`config.mk`:
```
export PLATFORM = sky130hd
export DESIGN_NAME = copro_dispatch
export DESIGN_NICKNAME = d
export VERILOG_FILES = /design/src/rtl/copro_dispatch.sv
export SDC_FILE = /design/constraint.sdc
export NUM_CORES = 1
export LEC_CHECK = 0
export BUFFER_PORTS_ARGS = -buffer_cell sky130_fd_sc_hd__buf_2
export CAP_MARGIN = 10
export CELL_PAD_IN_SITES_DETAIL_PLACEMENT = 1
export CELL_PAD_IN_SITES_GLOBAL_PLACEMENT = 1
export CORE_UTILIZATION = 35
export DETAILED_ROUTE_END_ITERATION = 6
export GPL_TIMING_DRIVEN = 0
export PLACE_DENSITY_LB_ADDON = 0.05
export SYNTH_ARGS = -nofsm -noshare
export SYNTH_HDL_FRONTEND = slang
export SYNTH_SLANG_ARGS = --single-unit
```
`constraint.sdc`:
```
create_clock -name clk -period 2.1 [get_ports clk]
set_clock_uncertainty 0.15 [all_clocks]
set_input_delay 0.105 -clock clk [delete_from_list [all_inputs] [get_ports clk]]
set_output_delay 0.105 -clock clk [all_outputs]
set_load 0.005 [all_outputs]
```
`src/rtl/copro_dispatch.sv`:
```
// copro_dispatch: handshaked dispatcher between the decode stage and NUM_UNITS
// iterative coprocessors (unit 0 = gcd, unit 1 = lcm, unit u on opcode OPBASE+u).
// One instruction is in flight at a time: IDLE -> START -> WAIT -> WB -> IDLE.
// Optional feature macro: COPRO_TIMEOUT_EN adds a WAIT watchdog that forces a
// zero-data writeback with err_o after TIMEOUT cycles without done_i.
module copro_dispatch #(
    parameter int          WIDTH     = 32,
    parameter int          NUM_UNITS = 2,
    parameter logic [6:0]  OPBASE    = 7'b0000000,
    parameter int          TIMEOUT   = 1024
) (
    input  logic                          clk,
    input  logic                          reset,
    input  logic                          valid_i,
    input  logic [6:0]                    op_i,
    input  logic [4:0]                    rd_i,
    input  logic [WIDTH-1:0]              srca_i,
    input  logic [WIDTH-1:0]              srcb_i,
    input  logic                          flush_i,
    output logic                          stall_o,
    output logic [NUM_UNITS-1:0]          start_o,
    output logic [WIDTH-1:0]              opa_o,
    output logic [WIDTH-1:0]              opb_o,
    input  logic [NUM_UNITS-1:0]          done_i,
    input  logic [NUM_UNITS*WIDTH-1:0]    result_i,
    output logic                          wb_valid_o,
    output logic [4:0]                    wb_rd_o,
    output logic [WIDTH-1:0]              wb_data_o,
    output logic                          busy_o,
    output logic                          err_o
);

    localparam int UW = (NUM_UNITS > 1) ? $clog2(NUM_UNITS) : 1;

    typedef enum logic [1:0] {
        IDLE  = 2'd0,
        START = 2'd1,
        WAIT  = 2'd2,
        WB    = 2'd3
    } state_t;

    state_t            state_q, state_d;
    logic [UW-1:0]     unit_q, unit_d;
    logic [WIDTH-1:0]  opa_q, opa_d;
    logic [WIDTH-1:0]  opb_q, opb_d;
    logic [4:0]        rd_q, rd_d;
    logic [WIDTH-1:0]  result_q, result_d;

    // Opcode range check done in 8 bits so OPBASE+NUM_UNITS cannot wrap.
    logic [7:0]        opExt;
    logic [7:0]        baseExt;
    logic [7:0]        limitExt;
    logic [6:0]        opOffset;
    logic              hit;

    assign opExt    = {1'b0, op_i};
    assign baseExt  = {1'b0, OPBASE};
    assign limitExt = baseExt + 8'(NUM_UNITS);
    assign opOffset = op_i - OPBASE;
    assign hit      = valid_i && (opExt >= baseExt) && (opExt < limitExt) && !flush_i;

    logic [NUM_UNITS-1:0] unitOneHot;
    logic                 unitDone;
    logic [WIDTH-1:0]     unitResult;

    // Select the latched unit's start bit, done strobe and result slice.
    always_comb begin
        unitOneHot = '0;
        unitDone   = 1'b0;
        unitResult = '0;
        for (int i = 0; i < NUM_UNITS; i++) begin
            if (unit_q == i[UW-1:0]) begin
                unitOneHot[i] = 1'b1;
                unitDone      = done_i[i];
                unitResult    = result_i[i*WIDTH +: WIDTH];
            end
        end
    end

`ifdef COPRO_TIMEOUT_EN
    localparam int CW = $clog2(TIMEOUT + 1);

    logic [CW-1:0] tmoCnt_q, tmoCnt_d;
    logic          err_q, err_d;

    // Next-state logic with the WAIT watchdog; a done on the limit cycle wins.
    always_comb begin
        state_d  = state_q;
        unit_d   = unit_q;
        opa_d    = opa_q;
        opb_d    = opb_q;
        rd_d     = rd_q;
        result_d = result_q;
        tmoCnt_d = tmoCnt_q;
        err_d    = err_q;
        case (state_q)
            IDLE: begin
                if (hit) begin
                    unit_d  = opOffset[UW-1:0];
                    opa_d   = srca_i;
                    opb_d   = srcb_i;
                    rd_d    = rd_i;
                    state_d = START;
                end
            end
            START: begin
                tmoCnt_d = '0;
                err_d    = 1'b0;
                state_d  = WAIT;
            end
            WAIT: begin
                if (unitDone) begin
                    result_d = unitResult;
                    err_d    = 1'b0;
                    state_d  = WB;
                end else if (tmoCnt_q == CW'(TIMEOUT - 1)) begin
                    tmoCnt_d = tmoCnt_q + 1'b1;
                    result_d = '0;
                    err_d    = 1'b1;
                    state_d  = WB;
                end else begin
                    tmoCnt_d = tmoCnt_q + 1'b1;
                end
            end
            WB: begin
                state_d = IDLE;
            end
            default: begin
                state_d = IDLE;
            end
        endcase
        if (flush_i) begin
            state_d = IDLE;
            err_d   = 1'b0;
        end
    end

    // Watchdog counter and error flag registers.
    always_ff @(posedge clk or negedge reset) begin
        if (!reset) begin
            tmoCnt_q <= '0;
            err_q    <= 1'b0;
        end else begin
            tmoCnt_q <= tmoCnt_d;
            err_q    <= err_d;
        end
    end

    assign err_o = (state_q == WB) && !flush_i && err_q;
`else
    logic unusedTimeout;
    assign unusedTimeout = |TIMEOUT;

    // Next-state logic; WAIT holds until the selected unit reports done.
    always_comb begin
        state_d  = state_q;
        unit_d   = unit_q;
        opa_d    = opa_q;
        opb_d    = opb_q;
        rd_d     = rd_q;
        result_d = result_q;
        case (state_q)
            IDLE: begin
                if (hit) begin
                    unit_d  = opOffset[UW-1:0];
                    opa_d   = srca_i;
                    opb_d   = srcb_i;
                    rd_d    = rd_i;
                    state_d = START;
                end
            end
            START: begin
                state_d = WAIT;
            end
            WAIT: begin
                if (unitDone) begin
                    result_d = unitResult;
                    state_d  = WB;
                end
            end
            WB: begin
                state_d = IDLE;
            end
            default: begin
                state_d = IDLE;
            end
        endcase
        if (flush_i) begin
            state_d = IDLE;
        end
    end

    assign err_o = 1'b0;
`endif

    // State, latched instruction fields and captured result.
    always_ff @(posedge clk or negedge reset) begin
        if (!reset) begin
            state_q  <= IDLE;
            unit_q   <= '0;
            opa_q    <= '0;
            opb_q    <= '0;
            rd_q     <= '0;
            result_q <= '0;
        end else begin
            state_q  <= state_d;
            unit_q   <= unit_d;
            opa_q    <= opa_d;
            opb_q    <= opb_d;
            rd_q     <= rd_d;
            result_q <= result_d;
        end
    end

    // Stall is gated by reset because the IDLE term depends on live inputs.
    assign stall_o    = reset && (((state_q == IDLE) && hit) ||
                                  (state_q == START) || (state_q == WAIT));
    assign start_o    = ((state_q == START) && !flush_i) ? unitOneHot : '0;
    assign opa_o      = opa_q;
    assign opb_o      = opb_q;
    assign busy_o     = (state_q != IDLE);
    assign wb_valid_o = (state_q == WB) && !flush_i && (rd_q != 5'd0);
    assign wb_rd_o    = ((state_q == WB) && !flush_i) ? rd_q : 5'd0;
    assign wb_data_o  = ((state_q == WB) && !flush_i) ? result_q : '0;

endmodule

```
# --- After elaboration in Yosys (flattened, before gate mapping) ---
# Cells that the tools add are included.
# W data, S select, Z words.
totals:
  reg_bits: 104
  inputBits: 146
  output_inout_bits: 107
  wordCells: 41
op_classes:
  n_reduce_logical: 17
  n_eq_ne: 5
  n_mux: 11
  magnitude_cmp: 2
op_table:
  columns: ["op", "n"]
  rows:
  - ["$mux W32", 2]
  - ["$logic_and A1 B1 Y1", 8]
  - ["$mux W2", 4]
  - ["$pmux W2 S4", 1]
  - ["$ge A7 B1 Y1 const B", 1]
  - ["$lt A7 B2 Y1 const B", 1]
  - ["$ne A3 B3 Y1 const B", 2]
  - ["$reduce_and A2 Y1", 3]
  - ["$mux W5", 1]
  - ["$reduce_bool A5 Y1", 1]
  - ["$eq A2 B2 Y1 const B", 2]
  - ["$mux W1", 3]
  - ["$eq A2 B1 Y1 const B", 1]
  - ["$logic_not A2 Y1", 1]
  - ["$logic_or A1 B1 Y1", 2]
  - ["$reduce_bool A2 Y1", 1]
  - ["$logic_not A1 Y1", 1]

# --- Longest topological paths before layout ---
# Gate-level depths: netlist of run 1.
depth:
  depth_word: 8
  mapped_depth: 6
  mapped_depth_nobuf: 5

# --- Least setup slack after synthesis of run 1 ---
# No wires, ideal clock.
synth_timing:
  kind: "input-to-reg"
  from: "input port op_i[3]"
  to: "register opa_q[0], in the netlist opa_o[0]"
  arrival_ns: 1.529
  t_required_ns: 1.825
  setup_time_ns: 0.125
  stages: 6
  n_path_buf: 2
  slack_ns: 0.296
  path_cell_list: "or4b_1 nor4_2 nand3b_1 buf_6 buf_12 mux2_4"
synth_via:
  elab_chain_cells: 5
  word_cells_on_any_way: 6
  cone_classes: "order compare (2); reduce/logical (4)"
synth_lines:
  columns: ["item", "line_no", "source"]
  rows:
  - ["start: declaration", "15", "input logic [6:0] op_i,"]
  - ["$ge A7 B1 Y1", "60", "assign hit = valid_i && (opExt >= baseExt) && (opExt < limitExt) && !flush_i;"]
  - ["$logic_and A1 B1 Y1", "60", null]
  - ["$logic_and A1 B1 Y1 (*) (2 in a row)", "60", null]
  - ["$reduce_and A2 Y1 (no line) (*)", null, null]
  - ["end signal: assignment", "208", "opa_q <= opa_d;"]
  - ["end: declaration", "44", "logic [WIDTH-1:0] opa_q, opa_d;"]
# Every way passes the cells marked *; elsewhere a longest branch is shown, timed or not.
# A chain may end at the register's enable or synchronous reset.

# --- Worst setup path in the final report of run 1 ---
layout_timing:
  from: "register state_q[0]"
  to: "output port wb_data_o[3]"
layout_via:
  elab_chain_cells: 3
layout_lines:
  columns: ["item", "line_no", "source"]
  rows:
  - ["start: declaration", "42", "state_t state_q, state_d;"]
  - ["start signal: assignment", "206", "state_q <= state_d;"]
  - ["$eq A2 B2 Y1", "224", "assign wb_data_o = ((state_q == WB) && !flush_i) ? result_q : '0;"]
  - ["$logic_and A1 B1 Y1", "224", null]
  - ["$mux W32", "224", null]
  - ["end: declaration", "28", "output logic [WIDTH-1:0] wb_data_o,"]
# Every way passes these cells.

==> flow_summary.yaml, run 1 <==
run_status:
  status: "finished, violations left"
  violations: "negative hold slack"
finish:
  area_delta_synth_final_pct: 66.4
  seq_area_sq_um: 2600
  drive_gt1_share_pct: 48.2
  utilization_pct: 60.5
  num-fill-cells: 1451
  nets: 909
  final_cells: 940
  multi_input_area_sq_um: 2080
  num_antenna_cells: 0
global_route:
  grt-ovfl-total: 0
  antenna_found_initial: 0
  grt_pass1_wl_mm: 25.6
  grt_pass1_vias: 4897
  grt_max_degree: 64
  track_usage_pct: 23.1
critical_path:
  cp-endpoint: "wb_data_o[3]"
  r2r_setup_slack_ps: 160
  critPathArrivalTime_ps: 1730
  r2r_start: "unit_q"
  crit_type: "register to output pin"
  reg2reg_to: "result_q[30]"
  critical_path.endpoint_type: "output pin"
  crit_path_max_fanout: 10
  crit_path_start: "state_q[0]"
  r2r_cells: 5
  start_kind: "register"
  worstPathRequired_ps: 1850
floorplanning:
  io_pins: 253
  core_sq_um: 13500
  row_count: 42
  die_y_um: 120
  die_area_sq_um: 14500
  fp.dieW_um: 120
  initial_core_util_pct: 36.4
drt:
  detail-route-antenna-nets: 0
  drtIter0Drc: 120
  drtPass1Iterations: 6
  routed_wl_mm: 16.1
  via_count: 4326
  drt-wirelength-per-cell_um: 17.2
  vias_per_cell: 4.60
  drc: 0
yosys:
  synth_top_area_cell: "dfrtp_1"
  yosys.area.top_type_share_pct: 53.2
  synth_area_sq_um: 4890
  syn-num-nets: 506
  synthAdderAreaFrac_pct: 1.02
  synth_mux_area_share_pct: 28.4
  synthCells: 356
  synth_compound_area_share_pct: 3.89
  synth_top_family_by_area: "multiplexers"
  ys_warn_count: 0
  seq_area_frac_synth_pct: 53.2
  ys_types: 29
  synthSimpleGateAreaFrac_pct: 8.82
  synth_seq_cells: 104
  synthXorXnorAreaFrac_pct: 0
  avgSynthCellArea_sq_um: 13.7
  yosys-top-cells-area: "dfrtp_1 53%, mux2_4 21%, mux2i_1 6.7%"
power:
  combPwrFrac_pct: 21.4
  power.density_nw_per_um2: 671
  power_switching_mw: 1.45
  cellLeakagePower_nw: 4.50
  seq_power_share_pct: 46.0
  swShare_pct: 26.5
  clkPwrFrac_pct: 32.6
  internal_power_mw: 4.02
  irDropWorstVdd_mv: 0.412
sta:
  slew-limit-headroom_pct: 43.0
  rsz0062_at_grt: "no"
  fmax_ghz: 0.503
  post-route-min-period_ps: 1990
  hold_ws_ps: -285
  hold_viol: 62
  finalCritPeriodShare_pct: 94.7
  finalSetupViolCount: 0
  slew_violations: 0
  worst_pin_slew_ps: 855
clock_network:
  clk_latency_ps: 340
  h-tree-depth: 3
  clockBufferDepth: 2
  root_buffer: "clkbuf_16"
  cts_buffers: 9
  cts_sinks: 104
  clk_pin_slew_ps: 70
  tritoncts: "built"
  cts_hold_buffers: 135
run:
  drv_cap: 0
min_path:
  hold_path.class: "input port to asynchronous set/reset pin"
place:
  dpl.cell_count: 784
  gp_congestion: 0.727
  port_buffers: 251
  dp_hpwl_mm: 10.0
state kept, by name, summed over array words and instances (netlist names):
register	count
rd_q	5
opa_o	32
unit_q	1
result_q	32
state_q	2
opb_o	32
Yosys cell counts, drive strengths merged:
master    n
dfrtp   104
mux2     71
and2     37
mux2i    33
nand2    33
o21ai    32
buf      13
clkbuf   10
ha        4
inv       4
nand2b    2
a21boi    1
a221oi    1
and3b     1
conb      1
nand3b    1
nor2      1
nor2b     1
nor3b     1
nor4      1
o21a      1
o22ai     1
or4       1
or4b      1
through the flow:
step | worst slack (ps) | setup TNS, ps | power (mW) | cell area, sq um
after floorplan | 296 | 0 | 3.00 | 4890
after global placement | -517 | -45830 | 3.42 | 6370
after detailed placement | -13.7 | -46.9 | 3.47 | 6400
after CTS | 20.5 | 0 | 5.49 | 8080
after global routing | 20.9 | 0 | 5.76 | 8150
final | 112 | 0 | 5.46 | 8150
repair_timing:
action                                  4_1_cts  5_1_grt
resized for setup                            12       13
endpoints found under the setup margin       45       43
endpoints found under the hold margin       166       62
buffers inserted                              0        5
gates cloned                                  0        0
worst min-delay path by stage:
stage                     from          end  slack [ps]  cells past startpoint
floorplan                reset     opa_o[0]        -340                      0
global placement    srcb_i[24]    opb_o[24]         190                      2
detailed placement       reset  result_q[5]         110                      1
CTS                      reset  result_q[5]        -270                      1
global route             reset  result_q[7]        -220                      1
finish                   reset  result_q[5]        -290                      1
per-layer routing:
| layer | global-route usage (%) | part of all wire (%) |
|---|---|---|
| met5 | 0 | 0 |
| met3 | 5.05 | 5.7 |
| met4 | 7.48 | 1.7 |
| met2 | 42.4 | 53 |
| met1 | 26.4 | 40 |
layout make-up:
class                   count  share of cell area [%]
clock buffers              10                    2.93
well taps                 176                    2.70
repair buffers            392                    32.8
multi-input cells         225                    25.5
clock inverters             6                   0.922
flip-flops and latches    104                    32.0
inverters                   4                   0.184
plain buffers              23                    2.98
layout by cell type, fill, tap and decap left out, types with 2 or more instances in the layout:
cell / Yosys / routed
nand2_1: 33 / 32
ha_1: 4 / 4
inv_1: 4 / 3
buf_4: 1 / 9
clkbuf_2: 0 / 7
buf_12: 7 / 7
clkbuf_4: 0 / 3
and2_1: 37 / 37
mux2_2: 2 / 2
mux2_4: 69 / 69
mux2i_1: 33 / 33
nand2b_1: 2 / 2
buf_1: 3 / 2
dlygate4sd3_1: 0 / 135
clkinv_4: 0 / 2
buf_2: 1 / 250
dfrtp_1: 104 / 104
clkbuf_16: 0 / 9
o21ai_0: 32 / 32
power by group through the flow:
stage | clock network [mW] | registers, mW | logic, mW
2_1_floorplan | 0 | 2.52 | 0.486
3_3_place_gp | 0 | 2.52 | 0.894
3_5_place_dp | 0 | 2.54 | 0.933
4_1_cts | 1.83 | 2.50 | 1.16
5_1_grt | 1.90 | 2.55 | 1.30
6_report | 1.78 | 2.51 | 1.17
critical path: stages (launching register included):
cell and delay [ps]:
dfrtp_1 410, ha_1 200, nor2b_1 140, buf_4 160, clkbuf_4 170, and2_1 180, buf_2 140
cell families (layout without fill, tap and decap cells):
kind of cell               after synthesis  after routing
DFF                                    104            104
muxes                                  104            104
buffers and inverters                   27            435
other                                    1              1
and+or+nand+nor                         80             80
adders and majority gates                4              4
AOI/OAI and AO/OA                       36             36
Power figures use the tool's default switching activity.
==> run 2, diff against run 1 <==
==> constraint.sdc (replaced) <==
create_clock -name clk -period 2.1 [get_ports clk]
set_clock_uncertainty 0.15 [all_clocks]
set_input_delay 0.105 -clock clk [delete_from_list [all_inputs] [get_ports clk]]
set_output_delay 0.105 -clock clk [all_outputs]
set_load 0.02 [all_outputs]
==> flow_summary.yaml, run 2 (synthesized netlist as in run 1, its figures left out) <==
drt:
  drtIter0Drc: 122
  vias_per_cell: 4.60
  drtPass1Iterations: 4
  via_count: 4324
  drc: 0
  detail-route-antenna-nets: 0
  routed_wl_mm: 16.2
  drt-wirelength-per-cell_um: 17.2
critical_path:
  start_kind: "register"
  worstPathRequired_ps: 1850
  crit_path_max_fanout: 10
  crit_type: "register to output pin"
  critical_path.endpoint_type: "output pin"
  critPathArrivalTime_ps: 1750
  r2r_cells: 5
place:
  dp_hpwl_mm: 10.0
  gp_congestion: 0.727
  dpl_cell_area_sq_um: 6400
  port_buffers: 251
floorplanning:
  die_area_sq_um: 14500
  core_sq_um: 13500
  io_pins: 253
  initial_core_util_pct: 36.4
  die_y_um: 120
  row_count: 42
  fp.dieW_um: 120
power:
  irDropWorstVdd_mv: 0.412
  power.density_nw_per_um2: 692
  cellLeakagePower_nw: 4.50
global_route:
  antenna_found_initial: 0
  grt_pass1_wl_mm: 25.6
  grt_pass1_vias: 4907
  grt-ovfl-total: 0
  track_usage_pct: 23.1
  grt_max_degree: 64
sta:
  fmax_ghz: 0.498
  slew_violations: 0
  rsz0062_at_grt: "no"
  finalSetupViolCount: 0
  hold_ws_ps: -281
  post-route-min-period_ps: 2010
  hold_viol: 62
  slew-limit-headroom_pct: 42.6
  worst_pin_slew_ps: 861
  finalCritPeriodShare_pct: 95.6
clock_network:
  clockBufferDepth: 2
  clk_latency_ps: 340
  tritoncts: "built"
  cts_sinks: 104
  cts_hold_buffers: 135
  root_buffer: "clkbuf_16"
  cts_buffers: 9
  h-tree-depth: 3
  clk_pin_slew_ps: 70
finish:
  most-common-layout-cells: "249 x buf_2, 135 x dlygate4sd3_1, 104 x dfrtp_1"
  drive_gt1_share_pct: 48.4
  area_delta_synth_final_pct: 66.4
  nets: 908
  num-fill-cells: 1451
  num_antenna_cells: 0
  fin_area_sq_um: 8150
  mostFrequentLayoutCell: "buf_2"
run_status:
  status: "finished, violations left"
  violations: "negative hold slack"
min_path:
  hold_path.class: "input port to asynchronous set/reset pin"
run:
  drv_cap: 0
run 2: cell types whose count changed in the layout (fill, tap and decap cells not counted), sizes merged:
| cell | delta |
|---|---|
| buf | +1 |
| clkbuf | -2 |
run 2: metrics by stage:
| step | TNS (ps) | total power [mW] | worst slack (ps) | instances | utilization (%) |
|---|---|---|---|---|---|
| 3_3_place_gp | -45880 | 3.58 | -567 | 783 | 47.4 |
| 2_1_floorplan | 0 | 3.17 | 94.7 | 356 | - |
| 3_5_place_dp | -46.9 | 3.64 | -13.7 | 784 | 47.6 |
| 6_report | 0 | 5.64 | 91.6 | 939 | 60.6 |
| 5_1_grt | 0 | 5.93 | 11.1 | 939 | 60.6 |
| 4_1_cts | 0 | 5.66 | 17.1 | 937 | 60.2 |
run 2: layer usage:
metal | GRT usage [%] | share of wire [%] | up-vias
li1 | - | - | 2009
met1 | 26.3 | 39 | 2146
met2 | 42.6 | 53 | 153
met3 | 5.05 | 5.7 | 16
met4 | 7.48 | 1.6 | 0
met5 | 0 | 0 | -
run 2: repair_timing:
action	in CTS	in global routing
setup endpoints to repair	50	45
cloned	0	0
hold endpoints to repair	166	62
gates resized for setup	13	17
pin swaps	0	0
setup buffers	2	2
run 2: power by group:
group,leakage (nW),total [mW],internal [mW],switching [mW]
Sequential,1.41,2.51,2.34,0.175
Combinational,2.93,1.34,0.713,0.632
Clock,0.151,1.79,0.975,0.810
Total,4.50,5.64,4.02,1.62
run 2: final cells by class:
type / instances / area (sq um) / area share [%]
tap: 176 / 220 / 2.70
clock inverter: 6 / 75.1 / 0.922
clock buffer: 10 / 239 / 2.93
inverter: 4 / 15.0 / 0.184
buffer: 23 / 243 / 2.98
multi-input combinational: 225 / 2080 / 25.6
sequential: 104 / 2600 / 31.9
timing repair buffer: 391 / 2670 / 32.8
run 2: critical path, cell delays in order (launching register included):
cell and delay (ps):
dfrtp_1 410, ha_1 200, nor2b_2 150, buf_4 150, buf_4 160, and2_1 170, buf_2 160
run 2: final timing paths:
check	startpoint	end	slack (ps)
max in group asynchronous	reset	opb_o[20]	1380
min in group clk	op_i[4]	state_q[1]	140
hold reg to reg	result_q[24]	result_q[24]	330
hold / removal	reset	result_q[5]	-280
setup / recovery	state_q[0]	wb_data_o[3]	90
setup reg to reg	unit_q	result_q[30]	160
